`config.mk`:
```
export PLATFORM = sky130hd
export DESIGN_NAME = svm_sequencer
export DESIGN_NICKNAME = d
export VERILOG_FILES = /design/src/rtl/svm_pkg.sv /design/src/rtl/svm_cmd_fifo.sv /design/src/rtl/svm_sequencer.sv
export SDC_FILE = /design/constraint.sdc
export NUM_CORES = 1
export LEC_CHECK = 0
export BUFFER_PORTS_ARGS = -buffer_cell sky130_fd_sc_hd__buf_2
export CELL_PAD_IN_SITES_DETAIL_PLACEMENT = 1
export CELL_PAD_IN_SITES_GLOBAL_PLACEMENT = 1
export CORE_UTILIZATION = 47
export CTS_CLUSTER_DIAMETER = 200
export DETAILED_ROUTE_END_ITERATION = 16
export PLACE_DENSITY_LB_ADDON = 0.1
export SYNTH_ARGS = -nofsm -noshare
export SYNTH_HDL_FRONTEND = slang
export SYNTH_SLANG_ARGS = --single-unit
```
`constraint.sdc`:
```
create_clock -name clk -period 4.1 [get_ports clk]
set_clock_uncertainty 0.2 [all_clocks]
set_input_delay 0.615 -clock clk [delete_from_list [all_inputs] [get_ports clk]]
set_output_delay 0.615 -clock clk [all_outputs]
set_load 0.01 [all_outputs]
```
`src/rtl/svm_pkg.sv`:
```
// Shared types and constants for the svm command sequencer and its FIFO.
package svm_pkg;

    localparam int D_WIDTH = 16;

    typedef enum logic [2:0] {
        IDLE,
        LOAD,
        ISSUE,
        HOLD,
        WAIT,
        FAULT
    } state_t;

    typedef struct packed {
        logic [D_WIDTH-1:0] va;
        logic [D_WIDTH-1:0] vb;
        logic [D_WIDTH-1:0] vc;
    } cmd_t;

    localparam logic [D_WIDTH-1:0] NEUTRAL_V = '0;
    localparam logic [D_WIDTH-1:0] MIN_TOP   = D_WIDTH'(2);
    localparam cmd_t NEUTRAL_CMD = '{va: NEUTRAL_V, vb: NEUTRAL_V, vc: NEUTRAL_V};

    // The svm counter cannot run a period shorter than MIN_TOP.
    function automatic logic [D_WIDTH-1:0] clamp_top(input logic [D_WIDTH-1:0] top);
        return (top < MIN_TOP) ? MIN_TOP : top;
    endfunction

endpackage

```
`src/rtl/svm_cmd_fifo.sv`:
```
// Small synchronous FIFO of three-phase commands with a single-cycle flush.
module svm_cmd_fifo
    import svm_pkg::*;
#(
    parameter int DEPTH = 4
) (
    input  logic clk,
    input  logic rst,
    input  logic push,
    input  logic pop,
    input  logic flush,
    input  cmd_t din,
    output logic full,
    output logic empty,
    output cmd_t head
);

    localparam int AW = $clog2(DEPTH);

    cmd_t          mem_q [DEPTH];
    logic [AW-1:0] wr_ptr_q;
    logic [AW-1:0] rd_ptr_q;
    logic [AW:0]   count_q;

    assign full  = (count_q == (AW+1)'(DEPTH));
    assign empty = (count_q == '0);
    assign head  = mem_q[rd_ptr_q];

    // NOTE: storage has no reset; only the pointers and count define what is valid.
    always_ff @(posedge clk) begin
        if (push && !flush) begin
            mem_q[wr_ptr_q] <= din;
        end
    end

    // NOTE: sequential state uses non-blocking assignments so every register samples pre-edge values.
    always_ff @(posedge clk) begin
        if (rst || flush) begin
            wr_ptr_q <= '0;
            rd_ptr_q <= '0;
            count_q  <= '0;
        end else begin
            if (push) wr_ptr_q <= wr_ptr_q + AW'(1);
            if (pop)  rd_ptr_q <= rd_ptr_q + AW'(1);
            case ({push, pop})
                2'b10:   count_q <= count_q + (AW+1)'(1);
                2'b01:   count_q <= count_q - (AW+1)'(1);
                default: count_q <= count_q;
            endcase
        end
    end

endmodule

```
`src/rtl/svm_sequencer.sv`:
```
// Feeds one buffered three-phase command per PWM period into the svm block,
// repeating the last command on underrun and killing the PWM stage on fault.
module svm_sequencer
    import svm_pkg::*;
#(
    parameter int FIFO_DEPTH  = 4,
    parameter int HOLD_CYCLES = 3
) (
    input  logic               clk,
    input  logic               rst,
    input  logic               enable,
    input  logic               s_valid,
    output logic               s_ready,
    input  logic [D_WIDTH-1:0] s_vA,
    input  logic [D_WIDTH-1:0] s_vB,
    input  logic [D_WIDTH-1:0] s_vC,
    input  logic [D_WIDTH-1:0] cfg_top,
    output logic               m_valid,
    input  logic               m_ready,
    output logic [D_WIDTH-1:0] m_vA,
    output logic [D_WIDTH-1:0] m_vB,
    output logic [D_WIDTH-1:0] m_vC,
    output logic [D_WIDTH-1:0] m_top,
    input  logic               fault_in,
    input  logic               fault_clr,
    output logic               pwm_kill,
    output logic               fault_active,
    output logic [15:0]        underrun_cnt,
    output logic [D_WIDTH-1:0] period_cnt
);

    localparam int HW = $clog2(HOLD_CYCLES + 1);

    state_t             state_q, state_d;
    cmd_t               cmd_q, cmd_d;
    logic [D_WIDTH-1:0] top_q, top_d;
    logic               valid_q, valid_d;
    logic               kill_q, kill_d;
    logic               fault_q, fault_d;
    logic               have_last_q, have_last_d;
    logic [15:0]        under_q, under_d;
    logic [D_WIDTH-1:0] period_q, period_d;
    logic [HW-1:0]      hold_q, hold_d;

    logic fifo_full, fifo_empty, fifo_push, fifo_pop, fifo_flush;
    cmd_t fifo_head;

    assign s_ready   = !fifo_full && (state_q != FAULT) && !rst;
    assign fifo_push = s_valid && s_ready;

    svm_cmd_fifo #(.DEPTH(FIFO_DEPTH)) u_fifo (
        .clk   (clk),
        .rst   (rst),
        .push  (fifo_push),
        .pop   (fifo_pop),
        .flush (fifo_flush),
        .din   ('{va: s_vA, vb: s_vB, vc: s_vC}),
        .full  (fifo_full),
        .empty (fifo_empty),
        .head  (fifo_head)
    );

    // NOTE: every always_comb target gets a default first, so no path can infer a latch.
    always_comb begin
        state_d     = state_q;
        cmd_d       = cmd_q;
        top_d       = top_q;
        valid_d     = valid_q;
        kill_d      = kill_q;
        fault_d     = fault_q;
        have_last_d = have_last_q;
        under_d     = under_q;
        period_d    = period_q;
        hold_d      = hold_q;
        fifo_pop    = 1'b0;
        fifo_flush  = 1'b0;

        if (fault_in) begin
            state_d     = FAULT;
            kill_d      = 1'b1;
            fault_d     = 1'b1;
            valid_d     = 1'b0;
            cmd_d       = NEUTRAL_CMD;
            have_last_d = 1'b0;
            fifo_flush  = 1'b1;
        end else begin
            case (state_q)
                IDLE: begin
                    valid_d = 1'b0;
                    if (enable) state_d = LOAD;
                end
                LOAD: begin
                    if (!fifo_empty) begin
                        cmd_d    = fifo_head;
                        fifo_pop = 1'b1;
                    end else begin
                        // Underrun: cmd_q already holds the last command if there was one.
                        if (!have_last_q) cmd_d = NEUTRAL_CMD;
                        if (under_q != 16'hFFFF) under_d = under_q + 16'd1;
                    end
                    top_d       = clamp_top(cfg_top);
                    have_last_d = 1'b1;
                    valid_d     = 1'b1;
                    state_d     = ISSUE;
                end
                ISSUE: begin
                    // The svm captured on the previous negedge and has already dropped ready.
                    if (valid_q && !m_ready) begin
                        valid_d  = 1'b0;
                        period_d = period_q + D_WIDTH'(1);
                        hold_d   = HW'(HOLD_CYCLES);
                        state_d  = HOLD;
                    end
                end
                HOLD: begin
                    hold_d = hold_q - HW'(1);
                    if (hold_q <= HW'(1)) state_d = WAIT;
                end
                WAIT: begin
                    if (m_ready) state_d = enable ? LOAD : IDLE;
                end
                FAULT: begin
                    if (fault_clr) begin
                        kill_d  = 1'b0;
                        fault_d = 1'b0;
                        state_d = IDLE;
                    end
                end
                default: state_d = IDLE;
            endcase
        end
    end

    always_ff @(posedge clk) begin
        if (rst) begin
            state_q     <= IDLE;
            cmd_q       <= NEUTRAL_CMD;
            top_q       <= MIN_TOP;
            valid_q     <= 1'b0;
            kill_q      <= 1'b0;
            fault_q     <= 1'b0;
            have_last_q <= 1'b0;
            under_q     <= '0;
            period_q    <= '0;
            hold_q      <= '0;
        end else begin
            state_q     <= state_d;
            cmd_q       <= cmd_d;
            top_q       <= top_d;
            valid_q     <= valid_d;
            kill_q      <= kill_d;
            fault_q     <= fault_d;
            have_last_q <= have_last_d;
            under_q     <= under_d;
            period_q    <= period_d;
            hold_q      <= hold_d;
        end
    end

    assign m_valid      = valid_q;
    assign m_vA         = cmd_q.va;
    assign m_vB         = cmd_q.vb;
    assign m_vC         = cmd_q.vc;
    assign m_top        = top_q;
    assign pwm_kill     = kill_q;
    assign fault_active = fault_q;
    assign underrun_cnt = under_q;
    assign period_cnt   = period_q;

endmodule

```
==> results by group <==
Clock tree
  • Htree depth: 1
  • Cts repair resizes: 0
  • CTS buffer count: 31
  • TritonCTS clock tree: built
  • Clock Latency Late Sink: 0.55 ns
  • Clock Sink Count: 305
  • Post-CTS Setup Bufs: 0
  • Clock slew at reported path FFs: 0.06 ns
  • Max clock buf depth: 3
  • Clock Tree Root: clkbuf_16
  • CTS Hold Bufs: 0

Yosys
  • Sequential share of the synthesized area: 69.41%
  • Cell accounting for the most synthesized area: edfxtp_1
  • Most used flip-flop cell after synthesis: edfxtp_1
  • EDFF count, synth: 192
  • Ys Warns: 0
  • Synth Register Bits: 305
  • Async set-reset flop share out of synthesis: 0%
  • Syn_nets: 861
  • Post-synth cell types: 58
  • Top cell type's share of synthesized area: 49.85%
  • Mapped Cells: 781
  • Commonest cells in the netlist: edfxtp_1, dfxtp_1, nor2_1
  • Top-count cell post-synth: edfxtp_1
  • Mean Syn Cell Area: 14.81 µm²
  • Synth top area cells: edfxtp_1, dfxtp_1, mux4_2, a22oi_1, nor2_1
  • Synth Cell Area: 0.01156 mm²

Critical path
  • Max FO, Critical Path: 19
  • CP Class: reg2reg
  • Crit path capture type: flip-flop
  • CP Data Arrival Time: 3.52 ns
  • Worst setup SP type: flip-flop
  • Required time worst endpoint: 4.38 ns

Floorplan
  • Die Footprint: 0.02524 mm²
  • Core Footprint: 0.02425 mm²
  • Die Ht: 158.9 µm
  • # IOs: 171
  • Die W: 158.9 µm
  • Initial core utilization: 47.69%
  • Row count: 57

Power
  • Combinational power share: 3.3%
  • Sw power: 1289 µW
  • P_int: 5195 µW
  • Overall Power: 6484 µW
  • Leakage: 0.004828 µW
  • Clock power share: 45.6%
  • Worst VDD drop: 376.3 µV
  • Sequential share of power: 51.1%
  • Sw frac: 19.88%
  • Power per cell area: 467.7 mW/mm²

GRT
  • Tot GR Track Use: 21.07%
  • Initial antenna violation count: 3
  • First-pass GRT wire length: 41.94 mm
  • Largest net degree at the start of global routing: 60
  • GRT overflow: 0
  • Vias in the first global route: 7722

Placed design
  • Post-DP HPWL: 16.03 mm
  • Final weighted congestion in routability-driven placement: 0.8104
  • IO buf count: 170
  • Cells after DPL: 1242
  • Cell Area, Placed: 0.01278 mm²

Routing
  • WL final: 26.56 mm
  • Final ANT Viol Nets: 0
  • Avg Vias per Cell: 5.611
  • # DRC: 0
  • DR iter-0 viols: 466
  • Drt wl/cell: 20.45 µm
  • Vias: 7289
  • Pre-antenna DRT Iters: 6

Timing
  • Count of final setup violators: 0
  • Crit path time final: 3.243 ns
  • Max-slew violations: 0
  • RSZ-0062 raised after global routing: false
  • Hold WS: 0.07334 ns
  • TNS Setup: 0 ns
  • Peak Freq: 308.4 MHz
  • Worst Tran Pin Value: 1.074 ns
  • Period utilisation layout: 79.09%
  • Final hold violation count: 0
  • Slew headroom: 26.57%

Hold path
  • Class of the worst hold path: in2reg

Cells and area
  • Nets: 1031
  • Area grow syn2layout: 19.90%
  • Multi-input gate area: 0.003286 mm²
  • Post-route insts no fill: 1299
  • Seq. cell area: 0.008033 mm²
  • Finished Cell Area: 0.01387 mm²
  • Share of layout cells above drive strength 1: 30.60%
  • Fillers: 2348

Run status
  • Status: complete, no violations

Flow run
  • Max_cap viols: 0
sequential cells by signal, indices dropped and copies added, names as in the netlist, named ones only:
signal / cells
have_last_q: 1
u_fifo.rd_ptr_q: 2
m_vA: 16
m_top: 16
m_valid: 1
u_fifo.mem_q: 192
underrun_cnt: 16
fault_active: 1
m_vB: 16
period_cnt: 16
state_q: 3
m_vC: 16
hold_q: 2
u_fifo.wr_ptr_q: 2
u_fifo.count_q: 3
critical path, cell delays in order (launching register included):
cell,delay [ns]
dfxtp_1,0.69
or4b_1,0.82
nor2_1,0.20
ha_1,0.20
inv_1,0.06
fa_1,0.37
xor2_1,0.16
or3_1,0.31
a21oi_1,0.15
through the flow:
stage	setup slack, ns	utilization [%]
after CTS	0.8603	57.17
after global placement	0.7867	52.72
after global routing	0.7114	57.17
after detailed placement	0.7009	52.72
final	0.8572	57.18
after floorplan	0.7041	-
final timing paths:
check	start	endpoint	slack (ns)	cells after the start
setup / recovery	state_q[0]	u_fifo.count_q[2]	0.86	8
hold / removal	s_vB[7]	u_fifo.mem_q[3][23]	0.07	1
setup reg to reg	state_q[0]	u_fifo.count_q[2]	0.86	8
hold reg to reg	have_last_q	have_last_q	0.25	2
layout make-up:
cell class | count | share of cell area [%]
Inverter | 18 | 0.4873
Tap cell | 324 | 2.924
Timing Repair Buffer | 184 | 7.165
Multi-Input combinational cell | 411 | 23.70
Clock inverter | 16 | 1.651
Clock buffer | 40 | 6.127
Sequential cell | 305 | 57.93
Antenna cell | 1 | 0.01805
kinds of logic after synthesis:
kind of cell / count (synthesis) / synth area share [%]
adder cells (fa/ha/maj): 9 / 1.039
buffers and inverters: 65 / 2.369
AND/OR/NAND/NOR: 201 / 8.937
XOR/XNOR: 9 / 0.6816
multiplexers: 50 / 9.532
flip-flops: 305 / 69.41
AO/OA/AOI/OAI: 142 / 8.028
cell usage in the layout (no fill, tap or decap), drive strengths merged, types with 8 or more instances in the layout:
cell type  instances
clkbuf            40
dfxtp            113
or3                8
or4               14
a21oi             48
mux4              48
ha                 8
buf              184
inv               19
nor2              68
edfxtp           192
nand4             10
a22oi             48
nand2             50
clkinv             8
o31ai             15
o21ai             14
nand3             14
power by group through the flow:
stage          logic (µW)  clock network [µW]  registers (µW)
2_1_floorplan         114                   0            3370
6_report              216                2950            3310
5_1_grt               237                3130            3320
3_3_place_gp          206                   0            3380
4_1_cts               219                3020            3310
3_5_place_dp          217                   0            3380
metal layers:
| layer | vias up | GRT usage [%] | wire [µm] |
|---|---|---|---|
| met5 | - | 0 | 23 |
| li1 | 3350 | - | - |
| met4 | 4 | 4.764 | 405 |
| met1 | 3738 | 26.22 | 11020 |
| met3 | 36 | 4.154 | 1307 |
| met2 | 161 | 37.82 | 13810 |
(Power assumes the default switching activity.)
